==> src/rtl/rob_result_buffer_if.sv <==
// Issue / CDB / query / commit bundle for the reorder buffer.
// The master side (issue and forwarding logic) drives requests; the ROB is the slave.
interface rob_result_buffer_if #(
    parameter int ID_W   = 4,
    parameter int DATA_W = 32
);
    logic              flush;
    logic              alloc_valid;
    logic [4:0]        alloc_rd;
    logic [ID_W-1:0]   alloc_rob_id;
    logic              rob_full;

    logic              valid_from_rs_cdb;
    logic [ID_W-1:0]   rob_id_from_rs_cdb;
    logic [DATA_W-1:0] result_from_rs_cdb;
    logic              valid_from_ls_cdb;
    logic [ID_W-1:0]   rob_id_from_ls_cdb;
    logic [DATA_W-1:0] result_from_ls_cdb;

    logic [ID_W-1:0]   Q1_query;
    logic [ID_W-1:0]   Q2_query;
    logic              Q1_ready_from_rob;
    logic              Q2_ready_from_rob;
    logic [DATA_W-1:0] V1_result_from_rob;
    logic [DATA_W-1:0] V2_result_from_rob;

    logic              commit_valid;
    logic [ID_W-1:0]   commit_rob_id;
    logic [4:0]        commit_rd;
    logic [DATA_W-1:0] commit_value;

    modport master (
        output flush, alloc_valid, alloc_rd,
        output valid_from_rs_cdb, rob_id_from_rs_cdb, result_from_rs_cdb,
        output valid_from_ls_cdb, rob_id_from_ls_cdb, result_from_ls_cdb,
        output Q1_query, Q2_query,
        input  alloc_rob_id, rob_full,
        input  Q1_ready_from_rob, Q2_ready_from_rob, V1_result_from_rob, V2_result_from_rob,
        input  commit_valid, commit_rob_id, commit_rd, commit_value
    );

    modport slave (
        input  flush, alloc_valid, alloc_rd,
        input  valid_from_rs_cdb, rob_id_from_rs_cdb, result_from_rs_cdb,
        input  valid_from_ls_cdb, rob_id_from_ls_cdb, result_from_ls_cdb,
        input  Q1_query, Q2_query,
        output alloc_rob_id, rob_full,
        output Q1_ready_from_rob, Q2_ready_from_rob, V1_result_from_rob, V2_result_from_rob,
        output commit_valid, commit_rob_id, commit_rd, commit_value
    );
endinterface

==> src/rtl/rob_result_buffer.sv <==
// Circular reorder buffer: in-order allocation, dual-CDB result capture,
// combinational operand-ready queries and single in-order commit per cycle.
module rob_result_buffer #(
    parameter int ID_W   = 4,
    parameter int DEPTH  = 15,
    parameter int DATA_W = 32
) (
    input logic                 clk,
    input logic                 rst_n,
    rob_result_buffer_if.slave  bus
);
    localparam logic [ID_W-1:0] ONE      = ID_W'(1);
    localparam logic [ID_W-1:0] LAST_IDX = ID_W'(DEPTH - 1);
    localparam logic [ID_W-1:0] FULL_CNT = ID_W'(DEPTH);

    logic [DEPTH-1:0]  busy_q, busy_d;
    logic [DEPTH-1:0]  done_q, done_d;
    logic [4:0]        rd_q    [DEPTH];
    logic [4:0]        rd_d    [DEPTH];
    logic [DATA_W-1:0] value_q [DEPTH];
    logic [DATA_W-1:0] value_d [DEPTH];

    logic [ID_W-1:0]   head_q, head_d;
    logic [ID_W-1:0]   tail_q, tail_d;
    logic [ID_W-1:0]   count_q, count_d;
    logic              rob_full_q, rob_full_d;

    logic              commit_valid_q, commit_valid_d;
    logic [ID_W-1:0]   commit_rob_id_q, commit_rob_id_d;
    logic [4:0]        commit_rd_q, commit_rd_d;
    logic [DATA_W-1:0] commit_value_q, commit_value_d;

    logic              alloc_acc;
    logic              commit_fire;
    logic [ID_W-1:0]   rs_idx, ls_idx, q1_idx, q2_idx;

    function automatic logic [ID_W-1:0] wrap_inc(input logic [ID_W-1:0] p);
        return (p == LAST_IDX) ? '0 : p + ONE;
    endfunction

    // ROB ID i+1 lives in entry i; tag 0 never reaches an array index thanks to the != 0 guards
    assign rs_idx = bus.rob_id_from_rs_cdb - ONE;
    assign ls_idx = bus.rob_id_from_ls_cdb - ONE;
    assign q1_idx = bus.Q1_query - ONE;
    assign q2_idx = bus.Q2_query - ONE;

    assign alloc_acc   = bus.alloc_valid && !rob_full_q;
    assign commit_fire = busy_q[head_q] && done_q[head_q];

    always_comb begin
        busy_d          = busy_q;
        done_d          = done_q;
        rd_d            = rd_q;
        value_d         = value_q;
        head_d          = head_q;
        tail_d          = tail_q;
        count_d         = count_q;
        commit_valid_d  = 1'b0;
        commit_rob_id_d = commit_rob_id_q;
        commit_rd_d     = commit_rd_q;
        commit_value_d  = commit_value_q;

        if (bus.flush) begin
            busy_d          = '0;
            done_d          = '0;
            head_d          = '0;
            tail_d          = '0;
            count_d         = '0;
            commit_rob_id_d = '0;
            commit_rd_d     = '0;
            commit_value_d  = '0;
            for (int i = 0; i < DEPTH; i++) begin
                rd_d[i]    = '0;
                value_d[i] = '0;
            end
        end else begin
            // ls is applied first so that rs overwrites it when both tags match
            if (bus.valid_from_ls_cdb && (bus.rob_id_from_ls_cdb != '0) && busy_q[ls_idx]) begin
                done_d[ls_idx]  = 1'b1;
                value_d[ls_idx] = bus.result_from_ls_cdb;
            end
            if (bus.valid_from_rs_cdb && (bus.rob_id_from_rs_cdb != '0) && busy_q[rs_idx]) begin
                done_d[rs_idx]  = 1'b1;
                value_d[rs_idx] = bus.result_from_rs_cdb;
            end

            if (commit_fire) begin
                commit_valid_d  = 1'b1;
                commit_rob_id_d = head_q + ONE;
                commit_rd_d     = rd_q[head_q];
                commit_value_d  = value_q[head_q];
                busy_d[head_q]  = 1'b0;
                done_d[head_q]  = 1'b0;
                head_d          = wrap_inc(head_q);
            end

            // tail never aliases a busy head here: alloc is blocked whenever the buffer is full
            if (alloc_acc) begin
                busy_d[tail_q] = 1'b1;
                done_d[tail_q] = 1'b0;
                rd_d[tail_q]   = bus.alloc_rd;
                tail_d         = wrap_inc(tail_q);
            end

            if (alloc_acc && !commit_fire) begin
                count_d = count_q + ONE;
            end else if (!alloc_acc && commit_fire) begin
                count_d = count_q - ONE;
            end
        end

        rob_full_d = (count_d == FULL_CNT);
    end

    always_ff @(posedge clk or negedge rst_n) begin
        if (!rst_n) begin
            busy_q          <= '0;
            done_q          <= '0;
            head_q          <= '0;
            tail_q          <= '0;
            count_q         <= '0;
            rob_full_q      <= 1'b0;
            commit_valid_q  <= 1'b0;
            commit_rob_id_q <= '0;
            commit_rd_q     <= '0;
            commit_value_q  <= '0;
            for (int i = 0; i < DEPTH; i++) begin
                rd_q[i]    <= '0;
                value_q[i] <= '0;
            end
        end else begin
            busy_q          <= busy_d;
            done_q          <= done_d;
            rd_q            <= rd_d;
            value_q         <= value_d;
            head_q          <= head_d;
            tail_q          <= tail_d;
            count_q         <= count_d;
            rob_full_q      <= rob_full_d;
            commit_valid_q  <= commit_valid_d;
            commit_rob_id_q <= commit_rob_id_d;
            commit_rd_q     <= commit_rd_d;
            commit_value_q  <= commit_value_d;
        end
    end

    // Queries see registered state only; same-cycle CDB bypass lives in the forwarding unit
    assign bus.Q1_ready_from_rob  = (bus.Q1_query != '0) && busy_q[q1_idx] && done_q[q1_idx];
    assign bus.Q2_ready_from_rob  = (bus.Q2_query != '0) && busy_q[q2_idx] && done_q[q2_idx];
    assign bus.V1_result_from_rob = bus.Q1_ready_from_rob ? value_q[q1_idx] : '0;
    assign bus.V2_result_from_rob = bus.Q2_ready_from_rob ? value_q[q2_idx] : '0;

    assign bus.alloc_rob_id  = tail_q + ONE;
    assign bus.rob_full      = rob_full_q;
    assign bus.commit_valid  = commit_valid_q;
    assign bus.commit_rob_id = commit_rob_id_q;
    assign bus.commit_rd     = commit_rd_q;
    assign bus.commit_value  = commit_value_q;
endmodule

==> src/flat_wrapper.sv <==
// flat-port wrapper written by rule: the top's interface ports become plain ports
module rob_result_buffer_flat 
#(
    parameter int ID_W   = 4,
    parameter int DEPTH  = 15,
    parameter int DATA_W = 32
)
  (clk, rst_n, bus_flush, bus_alloc_valid, bus_alloc_rd, bus_valid_from_rs_cdb, bus_rob_id_from_rs_cdb, bus_result_from_rs_cdb, bus_valid_from_ls_cdb, bus_rob_id_from_ls_cdb, bus_result_from_ls_cdb, bus_Q1_query, bus_Q2_query, bus_alloc_rob_id, bus_rob_full, bus_Q1_ready_from_rob, bus_Q2_ready_from_rob, bus_V1_result_from_rob, bus_V2_result_from_rob, bus_commit_valid, bus_commit_rob_id, bus_commit_rd, bus_commit_value);
  rob_result_buffer_if #(.ID_W(ID_W), .DATA_W(DATA_W)) bus_i ();
  input logic clk;
  input logic rst_n;
  input wire logic [$bits(bus_i.flush)-1:0] bus_flush;
  input wire logic [$bits(bus_i.alloc_valid)-1:0] bus_alloc_valid;
  input wire logic [$bits(bus_i.alloc_rd)-1:0] bus_alloc_rd;
  input wire logic [$bits(bus_i.valid_from_rs_cdb)-1:0] bus_valid_from_rs_cdb;
  input wire logic [$bits(bus_i.rob_id_from_rs_cdb)-1:0] bus_rob_id_from_rs_cdb;
  input wire logic [$bits(bus_i.result_from_rs_cdb)-1:0] bus_result_from_rs_cdb;
  input wire logic [$bits(bus_i.valid_from_ls_cdb)-1:0] bus_valid_from_ls_cdb;
  input wire logic [$bits(bus_i.rob_id_from_ls_cdb)-1:0] bus_rob_id_from_ls_cdb;
  input wire logic [$bits(bus_i.result_from_ls_cdb)-1:0] bus_result_from_ls_cdb;
  input wire logic [$bits(bus_i.Q1_query)-1:0] bus_Q1_query;
  input wire logic [$bits(bus_i.Q2_query)-1:0] bus_Q2_query;
  output wire logic [$bits(bus_i.alloc_rob_id)-1:0] bus_alloc_rob_id;
  output wire logic [$bits(bus_i.rob_full)-1:0] bus_rob_full;
  output wire logic [$bits(bus_i.Q1_ready_from_rob)-1:0] bus_Q1_ready_from_rob;
  output wire logic [$bits(bus_i.Q2_ready_from_rob)-1:0] bus_Q2_ready_from_rob;
  output wire logic [$bits(bus_i.V1_result_from_rob)-1:0] bus_V1_result_from_rob;
  output wire logic [$bits(bus_i.V2_result_from_rob)-1:0] bus_V2_result_from_rob;
  output wire logic [$bits(bus_i.commit_valid)-1:0] bus_commit_valid;
  output wire logic [$bits(bus_i.commit_rob_id)-1:0] bus_commit_rob_id;
  output wire logic [$bits(bus_i.commit_rd)-1:0] bus_commit_rd;
  output wire logic [$bits(bus_i.commit_value)-1:0] bus_commit_value;
  assign bus_i.flush = bus_flush;
  assign bus_i.alloc_valid = bus_alloc_valid;
  assign bus_i.alloc_rd = bus_alloc_rd;
  assign bus_i.valid_from_rs_cdb = bus_valid_from_rs_cdb;
  assign bus_i.rob_id_from_rs_cdb = bus_rob_id_from_rs_cdb;
  assign bus_i.result_from_rs_cdb = bus_result_from_rs_cdb;
  assign bus_i.valid_from_ls_cdb = bus_valid_from_ls_cdb;
  assign bus_i.rob_id_from_ls_cdb = bus_rob_id_from_ls_cdb;
  assign bus_i.result_from_ls_cdb = bus_result_from_ls_cdb;
  assign bus_i.Q1_query = bus_Q1_query;
  assign bus_i.Q2_query = bus_Q2_query;
  assign bus_alloc_rob_id = bus_i.alloc_rob_id;
  assign bus_rob_full = bus_i.rob_full;
  assign bus_Q1_ready_from_rob = bus_i.Q1_ready_from_rob;
  assign bus_Q2_ready_from_rob = bus_i.Q2_ready_from_rob;
  assign bus_V1_result_from_rob = bus_i.V1_result_from_rob;
  assign bus_V2_result_from_rob = bus_i.V2_result_from_rob;
  assign bus_commit_valid = bus_i.commit_valid;
  assign bus_commit_rob_id = bus_i.commit_rob_id;
  assign bus_commit_rd = bus_i.commit_rd;
  assign bus_commit_value = bus_i.commit_value;
  rob_result_buffer #(.ID_W(ID_W), .DEPTH(DEPTH), .DATA_W(DATA_W)) u_core (.clk(clk), .rst_n(rst_n), .bus(bus_i));
endmodule
==> config.mk <==
export PLATFORM = sky130hd
export DESIGN_NAME = rob_result_buffer_flat
export DESIGN_NICKNAME = d
export VERILOG_FILES = /design/src/rtl/rob_result_buffer_if.sv /design/src/rtl/rob_result_buffer.sv /design/src/flat_wrapper.sv
export SDC_FILE = /design/constraint.sdc
export NUM_CORES = 2
export LEC_CHECK = 0
export CAP_MARGIN = 20
export CELL_PAD_IN_SITES_DETAIL_PLACEMENT = 0
export CELL_PAD_IN_SITES_GLOBAL_PLACEMENT = 1
export CORE_UTILIZATION = 50
export DETAILED_ROUTE_END_ITERATION = 10
export PLACE_DENSITY_LB_ADDON = 0.05
export SYNTH_ARGS = -nofsm -noshare
export SYNTH_HDL_FRONTEND = slang
export SYNTH_SLANG_ARGS = --single-unit
==> constraint.sdc <==
create_clock -name clk -period 4.9 [get_ports clk]
set_input_delay 0.98 -clock clk [delete_from_list [all_inputs] [get_ports clk]]
set_output_delay 0.98 -clock clk [all_outputs]
set_load 0.01 [all_outputs]
Yosys cells after proc, flatten, opt, wreduce, memory -nomap -nowiden
Index checks and enable logic that the tools add are counted.
Word-level totals
  register bits: 640
  bits in latches: 0
  memory bits (writable): 0
  memory bits (read-only): 0
  input bits: 91
  word-level logic and storage cells: 194
  memories kept: 0
Cells by class
  add/subtract/negate cells: 8
  multipliers: 0
  divide/modulo/power cells: 0
  order comparisons: 19
  equal/unequal tests: 3
  shift-type cells: 0
  muxes and demuxes: 82
  bitwise gates (word level): 14
  reductions and logical operators: 28
Operators with widths (count)
  $mux 480: 4
  $bwmux 480: 2
  $bmux 32 s4: 3
  $mux 32: 12
  $demux 32 s4: 2
  $mux 15: 12
  $mux 75: 2
  $bwmux 75: 1
  $and 15x15->15: 3
  $or 15x15->15: 3
  $mux 4: 11
  $bmux 1 s4: 8
  $ge 5x5->1 const B: 6
  $lt 4x5->1 const B: 6
  $not 15->15: 2
  $not 4->5: 6
  $mux 5: 5
  $bmux 5 s4: 1
  $demux 5 s4: 1
  $sub 4x1->4 const B: 5
  $logic_and 1x1->1: 19
  $demux 1 s4: 4
  $ge 4x1->1 const B: 4
  $reduce_bool 4->1: 4
  other kinds (6): 28

Logic depth before layout (Yosys ltp)
  depth in word-level cells: 17
  depth in mapped cells: 12
  depth with buffers taken out: 7

Least setup slack after synthesis
Ideal clock, no wire load.
  kind: input to output
  start: input bus_Q2_query[0]
  end: output bus_V2_result_from_rob[10]
  data arrival time: 3.472 ns
  data required time: 3.920 ns
  path slack: 0.448 ns
  stages: 10
  path buffers: 5
  cell sequence: inv_1 clkbuf_1 clkbuf_1 ha_1 buf_2 clkbuf_1 buf_1 mux4_2 mux4_2 nor3b_1
Between the ends
  cells in the longest elaborated chain, start to end: 6
  elaborated cells on any way between the ends: 13
  those cells by class: 1 x add/sub; 8 x mux; 1 x bitwise; 3 x reduce/logical
Ends and longest elaborated chain
  from (decl): line flat_wrapper.sv:22  | input wire logic [$bits(bus_i.Q2_query)-1:0] bus_Q2_query;
  $sub 4x1->4: line rob_result_buffer.sv:45  | assign q2_idx = bus.Q2_query - ONE;
  $not 4->5 (implied by the code) or $bmux 1 s4 (tied branches): line rob_result_buffer.sv:151, rob_result_buffer.sv:149
  $bmux 32 s4 or $mux 1 (tied branches): line rob_result_buffer.sv:151, rob_result_buffer.sv:149
  $mux 32 (implied by the code) or $logic_and 1x1->1 (tied branches) (2 in a row): line rob_result_buffer.sv:151, rob_result_buffer.sv:149
  $mux 32 (*): line rob_result_buffer.sv:151  | assign bus.V2_result_from_rob = bus.Q2_ready_from_rob ? value_q[q2_idx] : '0;
  to (decl): line flat_wrapper.sv:28  | output wire logic [$bits(bus_i.V2_result_from_rob)-1:0] bus_V2_result_from_rob;
Mark *: on every way between the ends. The rest lies on a longest branch, timed or not. The select of a mux whose other input is x is not followed.

Worst setup path after layout
  start: input bus_Q1_query[2]
  end: output bus_V1_result_from_rob[19]
Between the ends
  cells in the longest elaborated chain, start to end: 6
  elaborated cells on any way between the ends: 13
  those cells by class: 1 x add/sub; 8 x mux; 1 x bitwise; 3 x reduce/logical
Ends and longest elaborated chain
  from (decl): line flat_wrapper.sv:21  | input wire logic [$bits(bus_i.Q1_query)-1:0] bus_Q1_query;
  $sub 4x1->4: line rob_result_buffer.sv:44  | assign q1_idx = bus.Q1_query - ONE;
  $not 4->5 (implied by the code) or $bmux 1 s4 (tied branches): line rob_result_buffer.sv:150, rob_result_buffer.sv:148
  $bmux 32 s4 or $mux 1 (tied branches): line rob_result_buffer.sv:150, rob_result_buffer.sv:148
  $mux 32 (implied by the code) or $logic_and 1x1->1 (tied branches) (2 in a row): line rob_result_buffer.sv:150, rob_result_buffer.sv:148
  $mux 32 (*): line rob_result_buffer.sv:150  | assign bus.V1_result_from_rob = bus.Q1_ready_from_rob ? value_q[q1_idx] : '0;
  to (decl): line flat_wrapper.sv:27  | output wire logic [$bits(bus_i.V1_result_from_rob)-1:0] bus_V1_result_from_rob;
Marks and branches as above.

==> impl_metrics.json <==
{
  "drt_wl_total_mm": 173.5,
  "post_drt_wl_per_cell_um": 33.14,
  "synth-edff-count": 0,
  "core_um2": 88780,
  "worst_slew_pin_slew_ns": 1.036,
  "cap_violations": 0,
  "grt_pass1_vias": 37563,
  "power.net_switching_uw": 3413,
  "mappedNetlistArea_um2": 44980,
  "die_y_um": 301.9,
  "slew_headroom_pct": 30.62,
  "hold_violations": 0,
  "max-vdd-ir-drop_v": 0.0002457,
  "worst_path_largest_cell_delay_ns": 0.59,
  "initial_core_utilization_pct": 50.67,
  "layout.nets": 4113,
  "cts_buffers": 77,
  "die_width_um": 301.9,
  "worst_setup_path_class": "input pin to primary output",
  "crit_path_start_kind": "input pin",
  "critPathCaptureType": "primary output",
  "drt.antenna.violating_nets": 0,
  "timing.final.setup_violations": 0,
  "final_area_um2": 51300,
  "ys_seq_area_share_pct": 35.60,
  "fin_crit_ns": 4.787,
  "p_per_cell_area_nw_per_um2": 246.7,
  "clkTransAtPathRegs_ns": 0.06,
  "nFillCells": 7177,
  "post_route_cells_drive_above_1_share_pct": 20.45,
  "synth_nets": 4142,
  "timing.critical_path.cells": "clkdlybuf4s50_1 > buf_4 > xnor2_4 > mux4_2 > nand2_2 > buf_4 > a211oi_1 > buf_4 > clkdlybuf4s50_1",
  "initialDrtViolationCount": 4472,
  "cts_num_sinks": 640,
  "worst_hold_path_type": "input pin to async pin",
  "violations": "DRC",
  "h-tree-depth": 3,
  "achievable-frequency_mhz": 208.9,
  "first_pass_iters": 11,
  "outcome": "finished with violations",
  "num_rows": 109,
  "critPathMostFrequentCell": "buf_4",
  "clkPwrFrac_pct": 47.0,
  "unrepaired_setup_endpoints_after_global_routing": "no",
  "place_congestion": 0.8815,
  "clock_latency_ns": 0.64,
  "areaGrowthSynthToFinish_pct": 14.04,
  "post_cts_hold_buffer_count": 0,
  "post-layout-total-power_uw": 12660,
  "vias": 37754,
  "p_leak_uw": 0.02179,
  "power_frac_comb_pct": 11.0,
  "ioPinCount": 204,
  "timing_max_transition_violations_final": 0,
  "required_ns": 3.92,
  "ys_ff_latch": 640,
  "timing.critical_path.slowest_stage_cell": "mux4_2",
  "grt_overflow": 0,
  "cts_tree": "yes",
  "number_of_port_buffers": 203,
  "grt_max_degree": 129,
  "finalHoldWorstSlack_ns": 0.3666,
  "post_syn_instances": 4031,
  "die_area_um2": 91170,
  "avgViaCountPerCell": 7.212,
  "cp.arrival_ns": 3.81,
  "final_setup_skew_ns": 0.03370,
  "cts_root_buf": "clkbuf_16",
  "grt_first_pass_wirelength_mm": 254.5,
  "globalRouteTotalUtil_pct": 37.94,
  "yosysWarningCount": 0,
  "synth_flop_cell": "dfrtp_1",
  "cts_max_path_buffers": 3,
  "detailed_place.area_um2": 48540,
  "ff2ff_path_depth": 6,
  "synth_cell_types": 72,
  "synth_area_per_cell_um2": 11.16,
  "flop_pwr_share_pct": 42.1,
  "finalCritPeriodShare_pct": 97.69,
  "internal_power_uw": 9244,
  "power.share.switching_pct": 26.97,
  "worstPathMaxFanout": 6,
  "grt_antenna_before_repair": 9,
  "route.detailed.drc": 42,
  "hpwl_mm": 100.4,
  "async_flop_share_pct": 100.0
}
## Yosys cell counts, types with 3 or more instances
cell type    n  area [um2]
o21bai_1     5       37.54
nand3_2      3       30.03
a311oi_2     3       45.04
mux2i_1    649        6496
o2bb2ai_1   39       341.6
nand3b_1    36       270.3
a41oi_1      5       43.79
mux4_2     419        9437
clkinv_1    31       116.4
and3b_1      3       26.28
a211oi_1   516        3874
inv_1       28       105.1
nor3_1      14       70.07
xor2_1       4       35.03
nor4_1       3       18.77
a21oi_1     86       430.4
buf_2      116       580.6
buf_1       45       168.9
inv_2        3       11.26
ha_1        20       250.2
nor2b_1      6       37.54
a21bo_2     40       400.4
o211ai_1    10       75.07
nand3_1     89       445.4
nand2_1     64       240.2
nand4_1     12       75.07
dfrtp_1    640       16020
xnor2_1      8       70.07
nand2_2      4       25.02
nor2_1     586        2200
or3_1        3       18.77
o21ai_0     75       375.4
clkbuf_1   281        1055
buf_6       16       180.2
a31oi_1     11       68.82
a211oi_2     3       37.54
a311oi_1     8       70.07
a311o_1     11       110.1
and2_1       4       25.02
buf_4       31       232.7
and3_1      11       68.82
nor3b_1     37       277.8
nand2b_1    13       81.33
## path summary, 6_finish.rpt
path	from	to	slack [ns]
setup / recovery	bus_Q1_query[2]	bus_V1_result_from_rob[19]	0.11
hold / removal	rst_n	u_core.tail_q[3]$_DFFE_PN0P_	0.37
min in group clk	u_core.rd_q[61]$_DFFE_PN0P_	u_core.rd_q[61]$_DFFE_PN0P_	0.52
hold reg to reg	u_core.rd_q[61]$_DFFE_PN0P_	u_core.rd_q[61]$_DFFE_PN0P_	0.52
setup reg to reg	u_core.head_q[1]$_DFFE_PN0P_	u_core.bus.commit_value[24]$_DFFE_PN0P_	1.74
max in group asynchronous	rst_n	u_core.value_q[177]$_DFF_PN0_	3.45
## final cells by class
cell class              instances  area (um2)  area share [%]
repair buffers                383        4208           8.202
flip-flops and latches        640       16030           31.24
well taps                    1165        1458           2.841
clock buffers                 110        2297           4.478
diodes                          7       17.52         0.03414
inverters                      62       232.7          0.4536
clock inverters                30       285.3          0.5561
multi-input cells            2838       26780           52.19
## routing by layer
metal | vias to the layer above | track usage [%] | wire length [um]
li1 | 15408 | - | -
met1 | 19254 | 51.28 | 67630
met2 | 2571 | 56.90 | 78080
met3 | 511 | 10.44 | 19310
met4 | 10 | 17.58 | 8250
met5 | - | 1.035 | 197
## cell usage in the layout, fill, tap and decap left out, drive strengths merged, types with 6 or more instances in the layout
cell,Yosys,final
a211oi,519,519
a21bo,40,40
a21oi,86,86
a311o,11,11
a311oi,11,11
a31oi,11,11
and3,11,11
buf,208,181
clkbuf,283,113
clkdlybuf4s50,0,196
clkinv,31,54
dfrtp,640,640
diode,0,7
ha,20,20
inv,31,32
mux2i,652,652
mux4,419,419
nand2,68,68
nand2b,13,13
nand3,92,92
nand3b,36,36
nand4,12,12
nor2,586,586
nor2b,6,6
nor3,14,14
nor3b,37,37
o211ai,12,12
o21ai,76,76
o2bb2ai,39,39
xnor2,10,10
## critical path, delay by kind of cell
kind	cells	cell delay (ns)
AOI/OAI and AO/OA	1	0.10
xor gates and xnor gates	1	0.33
buffers and inverters	5	1.64
muxes	1	0.59
and+or+nand+nor	1	0.16
## timing repair
item | in CTS | in global routing
buffers inserted | 3 | 1
gates resized for setup | 12 | 8
gates cloned | 1 | 1
endpoints found under the setup margin | 17 | 29
pin swaps | 1 | 0
## registers in the layout, summed over array words and instances, names as in the netlist
register / cells
u_core.bus.commit_rd: 5
u_core.bus.commit_rob_id: 4
u_core.bus.commit_valid: 1
u_core.bus.commit_value: 32
u_core.bus.rob_full: 1
u_core.busy_q: 15
u_core.count_q: 4
u_core.done_q: 15
u_core.head_q: 4
u_core.rd_q: 75
u_core.tail_q: 4
u_core.value_q: 480
## power by group through the flow
stage | combinational, uW | clock (uW) | sequential [uW]
after floorplan | 672 | 0 | 5410
after global placement | 1320 | 0 | 5420
after detailed placement | 1340 | 0 | 5420
after CTS | 1350 | 6020 | 5320
after global routing | 1450 | 6210 | 5320
final | 1390 | 5950 | 5320
## metrics by stage
step | worst slack [ns] | util, % | std cells | setup TNS (ns)
after floorplan | 0.4481 | - | 4031 | 0
after global placement | -0.2688 | 54.65 | 5081 | -0.8705
after detailed placement | -0.2354 | 54.67 | 5082 | -1.012
after CTS | 0.03146 | 57.70 | 5226 | 0
after global routing | 0.07217 | 57.77 | 5230 | 0
final | 0.1134 | 57.78 | 5235 | 0
## kinds of logic after synthesis
logic type	count (synthesis)	synth area share [%]
AOI/OAI and AO/OA	837	13.66
xor gates and xnor gates	14	0.3060
adders and majority gates	20	0.5563
buffers and inverters	553	5.479
DFF	640	35.60
muxes	1072	35.57
and+or+nand+nor	895	8.820
(Power assumes the default switching activity.)
